### src/rtl/evt_sync_arb_pkg.sv
// Shared definitions for the event-synchronizer arbiter: FSM state encoding and its width.
package evt_sync_pkg;

  localparam int STATE_W = 1;

  typedef enum logic [STATE_W-1:0] {
    S_IDLE     = 1'b0,
    S_WAIT_ACK = 1'b1
  } state_t;

endpackage

### src/rtl/evt_sync_arb_if.sv
// Event/channel bundle of evt_sync_arb: requesters and ack on one side, channel and status on the other.
interface evt_sync_arb_if #(
  parameter int N   = 4,
  parameter int IDW = 2
);

  logic [N-1:0]   req_pulse;
  logic           ack_pulse;
  logic           chan_tgl;
  logic [IDW-1:0] chan_id;
  logic           busy;
  logic [N-1:0]   done_pulse;
  logic [N-1:0]   ovf_pulse;
  logic           err_pulse;

  modport master (
    output req_pulse, ack_pulse,
    input  chan_tgl, chan_id, busy, done_pulse, ovf_pulse, err_pulse
  );

  modport slave (
    input  req_pulse, ack_pulse,
    output chan_tgl, chan_id, busy, done_pulse, ovf_pulse, err_pulse
  );

endinterface

### src/rtl/evt_sync_arb_rr_pick.sv
// Combinational round-robin picker: first set pending bit at or after i_ptr, wrapping at N.
module rr_pick #(
  parameter  int N  = 4,
  localparam int IW = $clog2(N)
) (
  input  logic [N-1:0]  i_pending,
  input  logic [IW-1:0] i_ptr,
  output logic [N-1:0]  o_gnt,
  output logic [IW-1:0] o_idx
);

  logic          w_found;
  int            w_j;
  logic [IW-1:0] w_j_idx;

  // NOTE: every variable gets a default before the loop so no latch is inferred.
  always_comb begin
    o_gnt   = '0;
    o_idx   = '0;
    w_found = 1'b0;
    w_j     = 0;
    w_j_idx = '0;
    for (int i = 0; i < N; i++) begin
      w_j = int'(i_ptr) + i;
      if (w_j >= N) w_j = w_j - N;
      w_j_idx = IW'(w_j);
      if (!w_found && i_pending[w_j_idx]) begin
        w_found        = 1'b1;
        o_gnt[w_j_idx] = 1'b1;
        o_idx          = w_j_idx;
      end
    end
  end

endmodule

### src/rtl/evt_sync_arb.sv
// Arbitrates N one-cycle event sources onto one shared toggle-based CDC channel.
// Optional ack watchdog enabled by defining EVT_SYNC_ARB_TIMEOUT_EN.
module evt_sync_arb
  import evt_sync_pkg::*;
#(
  parameter int N           = 4,
  parameter int IDW         = 2,
  parameter bit DEFAULT_VAL = 1'b0,
  parameter int TIMEOUT     = 64
) (
  input  logic          clk,
  input  logic          rstn,
  evt_sync_arb_if.slave bus
);

  if (N < 2 || N > 16 || IDW != $clog2(N) || TIMEOUT < 2) begin : g_param_check
    $error("evt_sync_arb: illegal parameter combination");
  end

  state_t         r_state, w_state_nxt;
  logic [N-1:0]   r_pending;
  logic [IDW-1:0] r_ptr;
  logic [IDW-1:0] r_chan_id;
  logic           r_chan_tgl;
  logic [N-1:0]   r_done;
  logic [N-1:0]   r_ovf;

  logic [N-1:0]   w_gnt;
  logic [IDW-1:0] w_gnt_idx;
  logic [N-1:0]   w_clr;
  logic [N-1:0]   w_done_vec;
  logic           w_launch;
  logic           w_ack_done;
  logic           w_tmo;

  rr_pick #(.N(N)) u_rr_pick (
    .i_pending (r_pending),
    .i_ptr     (r_ptr),
    .o_gnt     (w_gnt),
    .o_idx     (w_gnt_idx)
  );

`ifdef EVT_SYNC_ARB_TIMEOUT_EN
  localparam int             TMO_W    = $clog2(TIMEOUT);
  localparam logic [TMO_W-1:0] TMO_LAST = TMO_W'(TIMEOUT - 1);
  logic [TMO_W-1:0] r_tmo_cnt;
  logic             r_err;
`endif

  always_comb begin
    w_state_nxt = r_state;
    w_launch    = 1'b0;
    w_ack_done  = 1'b0;
    w_tmo       = 1'b0;
    case (r_state)
      S_IDLE: begin
        if (|r_pending) begin
          w_launch    = 1'b1;
          w_state_nxt = S_WAIT_ACK;
        end
      end
      S_WAIT_ACK: begin
        // An ack in the watchdog's final cycle takes precedence over the abort.
        if (bus.ack_pulse) begin
          w_ack_done  = 1'b1;
          w_state_nxt = S_IDLE;
        end
`ifdef EVT_SYNC_ARB_TIMEOUT_EN
        else if (r_tmo_cnt == TMO_LAST) begin
          w_tmo       = 1'b1;
          w_state_nxt = S_IDLE;
        end
`endif
      end
      default: w_state_nxt = S_IDLE;
    endcase
  end

  always_comb begin
    w_clr                 = w_launch ? w_gnt : '0;
    w_done_vec            = '0;
    w_done_vec[r_chan_id] = 1'b1;
  end

  // NOTE: sequential state uses non-blocking assignments so every register samples pre-edge values.
  always_ff @(posedge clk or negedge rstn) begin
    if (!rstn) begin
      r_state <= S_IDLE;
    end else begin
      r_state <= w_state_nxt;
    end
  end

  always_ff @(posedge clk or negedge rstn) begin
    if (!rstn) begin
      r_pending  <= '0;
      r_ptr      <= '0;
      r_chan_id  <= '0;
      r_chan_tgl <= DEFAULT_VAL;
      r_done     <= '0;
      r_ovf      <= '0;
    end else begin
      // A request coinciding with its own launch re-arms pending instead of overflowing.
      r_pending <= (r_pending & ~w_clr) | bus.req_pulse;
      r_ovf     <= bus.req_pulse & r_pending & ~w_clr;
      r_done    <= w_ack_done ? w_done_vec : '0;
      if (w_launch) begin
        r_chan_id  <= w_gnt_idx;
        r_chan_tgl <= ~r_chan_tgl;
        r_ptr      <= (w_gnt_idx == IDW'(N - 1)) ? '0 : w_gnt_idx + 1'b1;
      end
    end
  end

`ifdef EVT_SYNC_ARB_TIMEOUT_EN
  always_ff @(posedge clk or negedge rstn) begin
    if (!rstn) begin
      r_tmo_cnt <= '0;
      r_err     <= 1'b0;
    end else begin
      r_err <= w_tmo;
      if (w_launch) begin
        r_tmo_cnt <= '0;
      end else if (r_state == S_WAIT_ACK) begin
        r_tmo_cnt <= r_tmo_cnt + 1'b1;
      end
    end
  end

  assign bus.err_pulse = r_err;
`else
  assign bus.err_pulse = 1'b0;
`endif

  assign bus.chan_tgl   = r_chan_tgl;
  assign bus.chan_id    = r_chan_id;
  assign bus.busy       = (r_state == S_WAIT_ACK);
  assign bus.done_pulse = r_done;
  assign bus.ovf_pulse  = r_ovf;

endmodule

### src/flat_wrapper.sv
// flat-port wrapper written by rule: the top's interface ports become plain ports
module evt_sync_arb_flat import evt_sync_pkg::*;
#(
  parameter int N           = 4,
  parameter int IDW         = 2,
  parameter bit DEFAULT_VAL = 1'b0,
  parameter int TIMEOUT     = 64
)
  (clk, rstn, bus_req_pulse, bus_ack_pulse, bus_chan_tgl, bus_chan_id, bus_busy, bus_done_pulse, bus_ovf_pulse, bus_err_pulse);
  evt_sync_arb_if #(.N(N), .IDW(IDW)) bus_i ();
  input  logic clk;
  input  logic rstn;
  input wire logic [$bits(bus_i.req_pulse)-1:0] bus_req_pulse;
  input wire logic [$bits(bus_i.ack_pulse)-1:0] bus_ack_pulse;
  output wire logic [$bits(bus_i.chan_tgl)-1:0] bus_chan_tgl;
  output wire logic [$bits(bus_i.chan_id)-1:0] bus_chan_id;
  output wire logic [$bits(bus_i.busy)-1:0] bus_busy;
  output wire logic [$bits(bus_i.done_pulse)-1:0] bus_done_pulse;
  output wire logic [$bits(bus_i.ovf_pulse)-1:0] bus_ovf_pulse;
  output wire logic [$bits(bus_i.err_pulse)-1:0] bus_err_pulse;
  assign bus_i.req_pulse = bus_req_pulse;
  assign bus_i.ack_pulse = bus_ack_pulse;
  assign bus_chan_tgl = bus_i.chan_tgl;
  assign bus_chan_id = bus_i.chan_id;
  assign bus_busy = bus_i.busy;
  assign bus_done_pulse = bus_i.done_pulse;
  assign bus_ovf_pulse = bus_i.ovf_pulse;
  assign bus_err_pulse = bus_i.err_pulse;
  evt_sync_arb #(.N(N), .IDW(IDW), .DEFAULT_VAL(DEFAULT_VAL), .TIMEOUT(TIMEOUT)) u_core (.clk(clk), .rstn(rstn), .bus(bus_i));
endmodule
### config.mk
export PLATFORM = sky130hd
export DESIGN_NAME = evt_sync_arb_flat
export DESIGN_NICKNAME = d
export VERILOG_FILES = /design/src/rtl/evt_sync_arb_pkg.sv /design/src/rtl/evt_sync_arb_if.sv /design/src/rtl/evt_sync_arb_rr_pick.sv /design/src/rtl/evt_sync_arb.sv /design/src/flat_wrapper.sv
export SDC_FILE = /design/constraint.sdc
export NUM_CORES = 1
export LEC_CHECK = 0
export CORE_ASPECT_RATIO = 1.1
export CORE_MARGIN = 2
export CORE_UTILIZATION = 50
export CTS_BUF_LIST = sky130_fd_sc_hd__clkbuf_4
export CTS_CLUSTER_SIZE = 10
export DETAILED_ROUTE_END_ITERATION = 8
export DONT_BUFFER_PORTS = 1
export PLACE_DENSITY = 0.69
export SYNTH_ARGS = -nofsm -noshare
export SYNTH_HDL_FRONTEND = slang
export SYNTH_SLANG_ARGS = --single-unit
### constraint.sdc
create_clock -name clk -period 7.6 [get_ports clk]
set_input_delay 1.9 -clock clk [delete_from_list [all_inputs] [get_ports clk]]
set_output_delay 1.9 -clock clk [all_outputs]
set_load 0.005 [all_outputs]
==> results of run 1 <==
worst min path at each step:
stage,from,to,cells past startpoint
2_1_floorplan,u_core.bus.chan_tgl$_DFFE_PN0P_,u_core.bus.chan_tgl$_DFFE_PN0P_,1
3_3_place_gp,u_core.bus.chan_tgl$_DFFE_PN0P_,u_core.bus.chan_tgl$_DFFE_PN0P_,1
3_5_place_dp,u_core.bus.chan_tgl$_DFFE_PN0P_,u_core.bus.chan_tgl$_DFFE_PN0P_,1
4_1_cts,u_core.bus.chan_tgl$_DFFE_PN0P_,u_core.bus.chan_tgl$_DFFE_PN0P_,1
5_1_grt,u_core.bus.chan_tgl$_DFFE_PN0P_,u_core.bus.chan_tgl$_DFFE_PN0P_,1
6_report,u_core.bus.chan_tgl$_DFFE_PN0P_,u_core.bus.chan_tgl$_DFFE_PN0P_,1
report_power, final:
group / internal [mW] / switching (mW) / total, mW
sequential: 0.125 / 0.0592 / 0.184
clock: 0.0191 / 0.0309 / 0.0500
combinational: 0.118 / 0.103 / 0.221
total: 0.262 / 0.193 / 0.455
through the flow:
step           hold WS [ns]  instances  utilization [%]  area [sq um]  total power [mW]
2_1_floorplan         0.465        109                -          1200             0.372
3_3_place_gp          0.482        131             52.3          1180             0.396
3_5_place_dp          0.484        131             52.3          1180             0.404
4_1_cts               0.504        135             53.5          1200             0.455
5_1_grt               0.539        135             53.5          1200             0.492
6_report              0.495        135             53.5          1200             0.455
state kept, by name, summed over array words and instances, names as in the netlist, named ones only:
name                   flops
u_core.bus.busy            1
u_core.r_ptr               1
u_core.bus.chan_tgl        1
u_core.r_pending           4
u_core.bus.done_pulse      4
u_core.bus.chan_id         2
u_core.bus.ovf_pulse       4
placed cells by master, fill, tap and decap left out, drive strengths merged:
master	instances
dfrtp	18
nor2	8
ha	8
o21a	5
and2	5
a222oi	4
nor2b	4
a31o	4
or2	4
mux4	4
inv	3
mux2i	3
nand2	3
o21ai	3
a21oi	3
clkbuf	3
nor3b	3
mux2	2
nor3	2
and2b	2
and4	1
nor4	1
nand2b	1
a21o	1
o221ai	1
nor4b	1
a32o	1
xnor2	1
xor2	1
a211o	1
a221oi	1
a211oi	1
conb	1
clkinv	1
metal layers:
metal  track usage (%)  vias to the layer above
met2              27.1                       31
met5                 0                        -
li1                  -                      392
met1              25.8                      400
met4              5.02                        0
met3              4.05                       10
logic make-up after synthesis:
group	after synthesis
xor gates and xnor gates	2
adders and majority gates	8
buffers and inverters	11
muxes	9
and+or+nand+nor	35
DFF	18
AOI/OAI and AO/OA	25
other	1
final cells by class:
class / instances / area [sq um] / area share, %
clock inverters: 1 / 3.75 / 0.312
flip-flops and latches: 18 / 450 / 37.4
multi-input cells: 80 / 679 / 56.4
clock buffers: 3 / 22.5 / 1.87
inverters: 3 / 11.3 / 0.935
well taps: 30 / 37.5 / 3.12
synthesized netlist by cell type, types with 2 or more instances:
| master | n |
|---|---|
| a21oi_1 | 3 |
| a222oi_1 | 4 |
| a31o_2 | 4 |
| and2_1 | 5 |
| buf_4 | 2 |
| buf_6 | 3 |
| clkbuf_1 | 3 |
| dfrtp_1 | 18 |
| ha_1 | 8 |
| inv_1 | 3 |
| mux2_2 | 2 |
| mux2i_1 | 3 |
| mux4_2 | 3 |
| nand2_1 | 3 |
| nor2_1 | 8 |
| nor2b_1 | 4 |
| nor3_1 | 2 |
| nor3b_1 | 2 |
| o21a_1 | 5 |
| o21ai_0 | 3 |
| or2_1 | 4 |
==> impl_metrics.ini, run 1 <==
[timing]
finalWorstSetupSlack_ns = 4.43
setup_viol = 0
hold_viol = 0
rsz0062_at_grt = no
worstMarginPinSlew_ns = 0.676
drv_slew = 0
period_share_pct = 41.8
slew_headroom_pct = 54.9
skew_ns = 0.00405
fmax_mhz = 315
layout_min_cycle_time_ns = 3.17
fin_tns_setup_ns = 0

[yosys]
synth-simple-area-share_pct = 17.7
synth-seq-area-share_pct = 37.5
async_flop_share_pct = 100
synth_compound_area_share_pct = 16.6
synth-seq-cells = 18
synth_area_leaders = dfrtp_1 (38%), ha_1 (8.3%), mux4_2 (5.6%), a222oi_1 (3.3%), o21a_1 (3.1%)
synth_top_flop_cell = dfrtp_1
synth_mux_area_share_pct = 12.2
syn_area_per_cell_sq_um = 11.0
synthXorXnorAreaFrac_pct = 1.46
synth_nets = 124
syn_area_sq_um = 1200
synth_top_family_by_area = simple AND/OR/NAND/NOR gates
synth_cell_types = 38
synth_warnings = 0
yosysTopAreaCell = dfrtp_1
synth_edf_count = 0
synth_fa_ha_area_share_pct = 8.33
synth_top_area_share_pct = 37.5
synth_cells = 109

[place]
hpwl_microns = 1610
io_buffers = 0
gp_congestion = 0.856
dp_slack_ns = 4.48

[drt]
met1Wirelength_microns = 1040
wl_met2_microns = 1050
vias_per_cell = 6.17
top_layer = met4
wl_per_cell_microns = 16.8
dr.pass1.iters = 7
totalWireLength_microns = 2270
ant_nets = 0
route.vias.total = 833
drc_errors = 0
met3WireLength_microns = 121
drt_iter0_drc = 55

[global_route]
grt_pass1_vias = 847
grt_max_degree = 19
grtUsageTotal_pct = 17.9
grt_overflow = 0
antenna_found_initial = 0
grt_pass1_wl_microns = 3920

[worst_setup_path]
required_ns = 7.80
worst_r2r_path_depth = 7
reg2reg_to = u_core.r_pending[3]$_DFF_PN0_
cp.arrival_ns = 3.37
slowest_delay_ns = 0.79
cp_top_family = flip-flops
path_max_fanout = 18
ff2ff_setup_slack_ns = 4.43
cp_cell_sequence = inv_1, ha_1, mux4_2, nor3b_4, a222oi_1, a31o_2, or2_1
cp.depth = 7
cp_num_buf_inv = 1
crit_type = reg2reg
endpoint = u_core.r_pending[3]$_DFF_PN0_
cp_slowest_cell = dfrtp_1
cp-start-kind = flip-flop
crit_path_end_kind = flip-flop

[pwr]
p_leak_nw = 0.486
max-vdd-ir-drop_uv = 191
cellPowerDensity_nw_per_um2 = 378

[floorplanning]
rows = 18
coreArea_sq_um = 2250
die_h_microns = 55.4
fp.dieW_microns = 50.7
ios = 20
start_util_pct = 53.3
dieArea_sq_um = 2810

[cts]
clk_pin_slew_worst_paths_ns = 0.11
clock_path_buffers = 2
ctsRootBufferMaster = clkbuf_4
clock_latency_ns = 0.30
numCtsBuffers = 3
cts.sinks = 18
cts_tree = done
h-tree-depth = 1
post-cts-setup-buffers = 0
holdBufCountCts = 0
cts_resized = 0

[flow_run]
cap_violations = 0

[finish]
n_antenna_cell = 0
nFillCells = 197
final_layout_size_suffix_gt1_share_pct = 14.3
synthToLayoutAreaGrowth_pct = 0.313
finalNetCount = 121

[min_path]
hold_class = reg2reg

[run_status]
outcome = complete, no violations
Note: power is estimated with default switching activity, not from simulation.
==> inputs of run 2 (changes only) <==
Clock period 7.6 ns to 3.02 ns, I/O delays scaled along.
==> impl_metrics.ini, run 2 (synthesized netlist as in run 1, its figures left out) <==
[worst_setup_path]
cp.arrival_ns = 2.98
cp_slowest_cell = mux4_2
worst_r2r_path_depth = 7
crit_path_end_kind = flip-flop
cp_cell_sequence = inv_1, ha_1, mux4_2, nor3b_4, nand2_1, a32o_1, a211oi_2
cp_top_family = multiplexers
ff2ff_setup_slack_ns = 0.24
crit_type = reg2reg
path_max_fanout = 11
cp_num_buf_inv = 1
slowest_delay_ns = 0.63
cp-start-kind = flip-flop
required_ns = 3.22
startpoint = u_core.r_ptr[1]$_DFFE_PN0P_
rr_startpoint = u_core.r_ptr[1]$_DFFE_PN0P_
reg2reg_to = u_core.r_ptr[1]$_DFFE_PN0P_

[finish]
final_common_cell = dfrtp_1
utilization_pct = 54.2
nFillCells = 195
n_antenna_cell = 0
stdcell_count = 137
final_layout_size_suffix_gt1_share_pct = 15.9
synthToLayoutAreaGrowth_pct = 1.56
finalNetCount = 123
final_cell_mix = dfrtp_1 (18), nor2_1 (8), ha_1 (8)

[floorplanning]
dieArea_sq_um = 2810
rows = 18
fp.dieW_microns = 50.7
start_util_pct = 53.3
ios = 20
die_h_microns = 55.4
coreArea_sq_um = 2250

[pwr]
p_seq_share_pct = 36.6
switching_share_pct = 41.7
total_power_mw = 1.17
max-vdd-ir-drop_uv = 491
combPwrFrac_pct = 53.4
internal-power_mw = 0.681
clkPwrFrac_pct = 10.0
switchingPower_mw = 0.487
cellPowerDensity_nw_per_um2 = 958
p_leak_nw = 0.496

[drt]
route.vias.total = 812
dr.pass1.iters = 4
totalWireLength_microns = 2210
vias_per_cell = 5.93
drt_iter0_drc = 26
wl_per_cell_microns = 16.1
drc_errors = 0
ant_nets = 0

[cts]
numCtsBuffers = 3
holdBufCountCts = 0
h-tree-depth = 1
cts.sinks = 18
post-cts-setup-buffers = 0
clock_path_buffers = 2
clk_pin_slew_worst_paths_ns = 0.10
clock_latency_ns = 0.29
ctsRootBufferMaster = clkbuf_4
cts_resized = 0
cts_tree = done

[flow_run]
cap_violations = 0

[global_route]
grt_pass1_wl_microns = 3680
grt_overflow = 0
grt_pass1_vias = 825
antenna_found_initial = 0
grt_max_degree = 19
grtUsageTotal_pct = 17.2

[timing]
skew_ns = 0.00703
period_share_pct = 92.1
worstMarginPinSlew_ns = 0.523
rsz0062_at_grt = no
fmax_mhz = 360
fin_tns_setup_ns = 0
slew_headroom_pct = 64.1
layout_min_cycle_time_ns = 2.78
setup_viol = 0
drv_slew = 0
hold_viol = 0

[place]
gp_congestion = 0.863
io_buffers = 0
placed_cells = 133
hpwl_microns = 1640

[min_path]
hold_class = in2async

[run_status]
outcome = complete, no violations
run 2: cell types whose count changed in the layout (fill, tap and decap cells not counted):
cell,previous run,this run
buf_4,0,2
run 2: how the worst max path moves through the flow:
stage          cells after the start  slack, ns                             to
2_1_floorplan                      9       0.08  u_core.r_pending[0]$_DFF_PN0_
3_3_place_gp                       7       0.39  u_core.r_pending[0]$_DFF_PN0_
3_5_place_dp                       7       0.29    u_core.r_ptr[1]$_DFFE_PN0P_
4_1_cts                            7       0.26    u_core.r_ptr[1]$_DFFE_PN0P_
5_1_grt                            7       0.04    u_core.r_ptr[1]$_DFFE_PN0P_
6_report                           7       0.24    u_core.r_ptr[1]$_DFFE_PN0P_
run 2: area by class of cell:
cell class	instances	area (sq um)	area share, %
Clock buffer	3	22.5	1.85
Sequential cell	18	450	36.9
Timing Repair Buffer	2	15.0	1.23
Clock inverter	1	3.75	0.308
Inverter	3	11.3	0.923
Tap cell	30	37.5	3.08
Multi-Input combinational cell	80	679	55.7
run 2: metal layers:
metal	GRT usage [%]	vias to the layer above	part of all wire, %
met5	0	-	0
met2	29.9	23	52
li1	-	395	-
met3	5.14	2	4.3
met4	5.41	0	0.45
met1	20.1	392	43
run 2: power by group through the flow:
stage          Combinational, mW  Clock (mW)  Sequential [mW]
3_3_place_gp               0.606           0            0.429
4_1_cts                    0.620       0.123            0.427
3_5_place_dp               0.615           0            0.432
2_1_floorplan              0.558           0            0.379
6_report                   0.624       0.117            0.427
5_1_grt                    0.689       0.132            0.442
run 2: per-stage QoR:
| step | area [sq um] | setup slack, ns | hold slack (ns) |
|---|---|---|---|
| after floorplan | 1200 | 0.0764 | 0.459 |
| after global placement | 1190 | 0.395 | 0.460 |
| after detailed placement | 1190 | 0.286 | 0.460 |
| after CTS | 1220 | 0.260 | 0.139 |
| after global routing | 1220 | 0.0441 | 0.119 |
| final | 1220 | 0.239 | 0.147 |
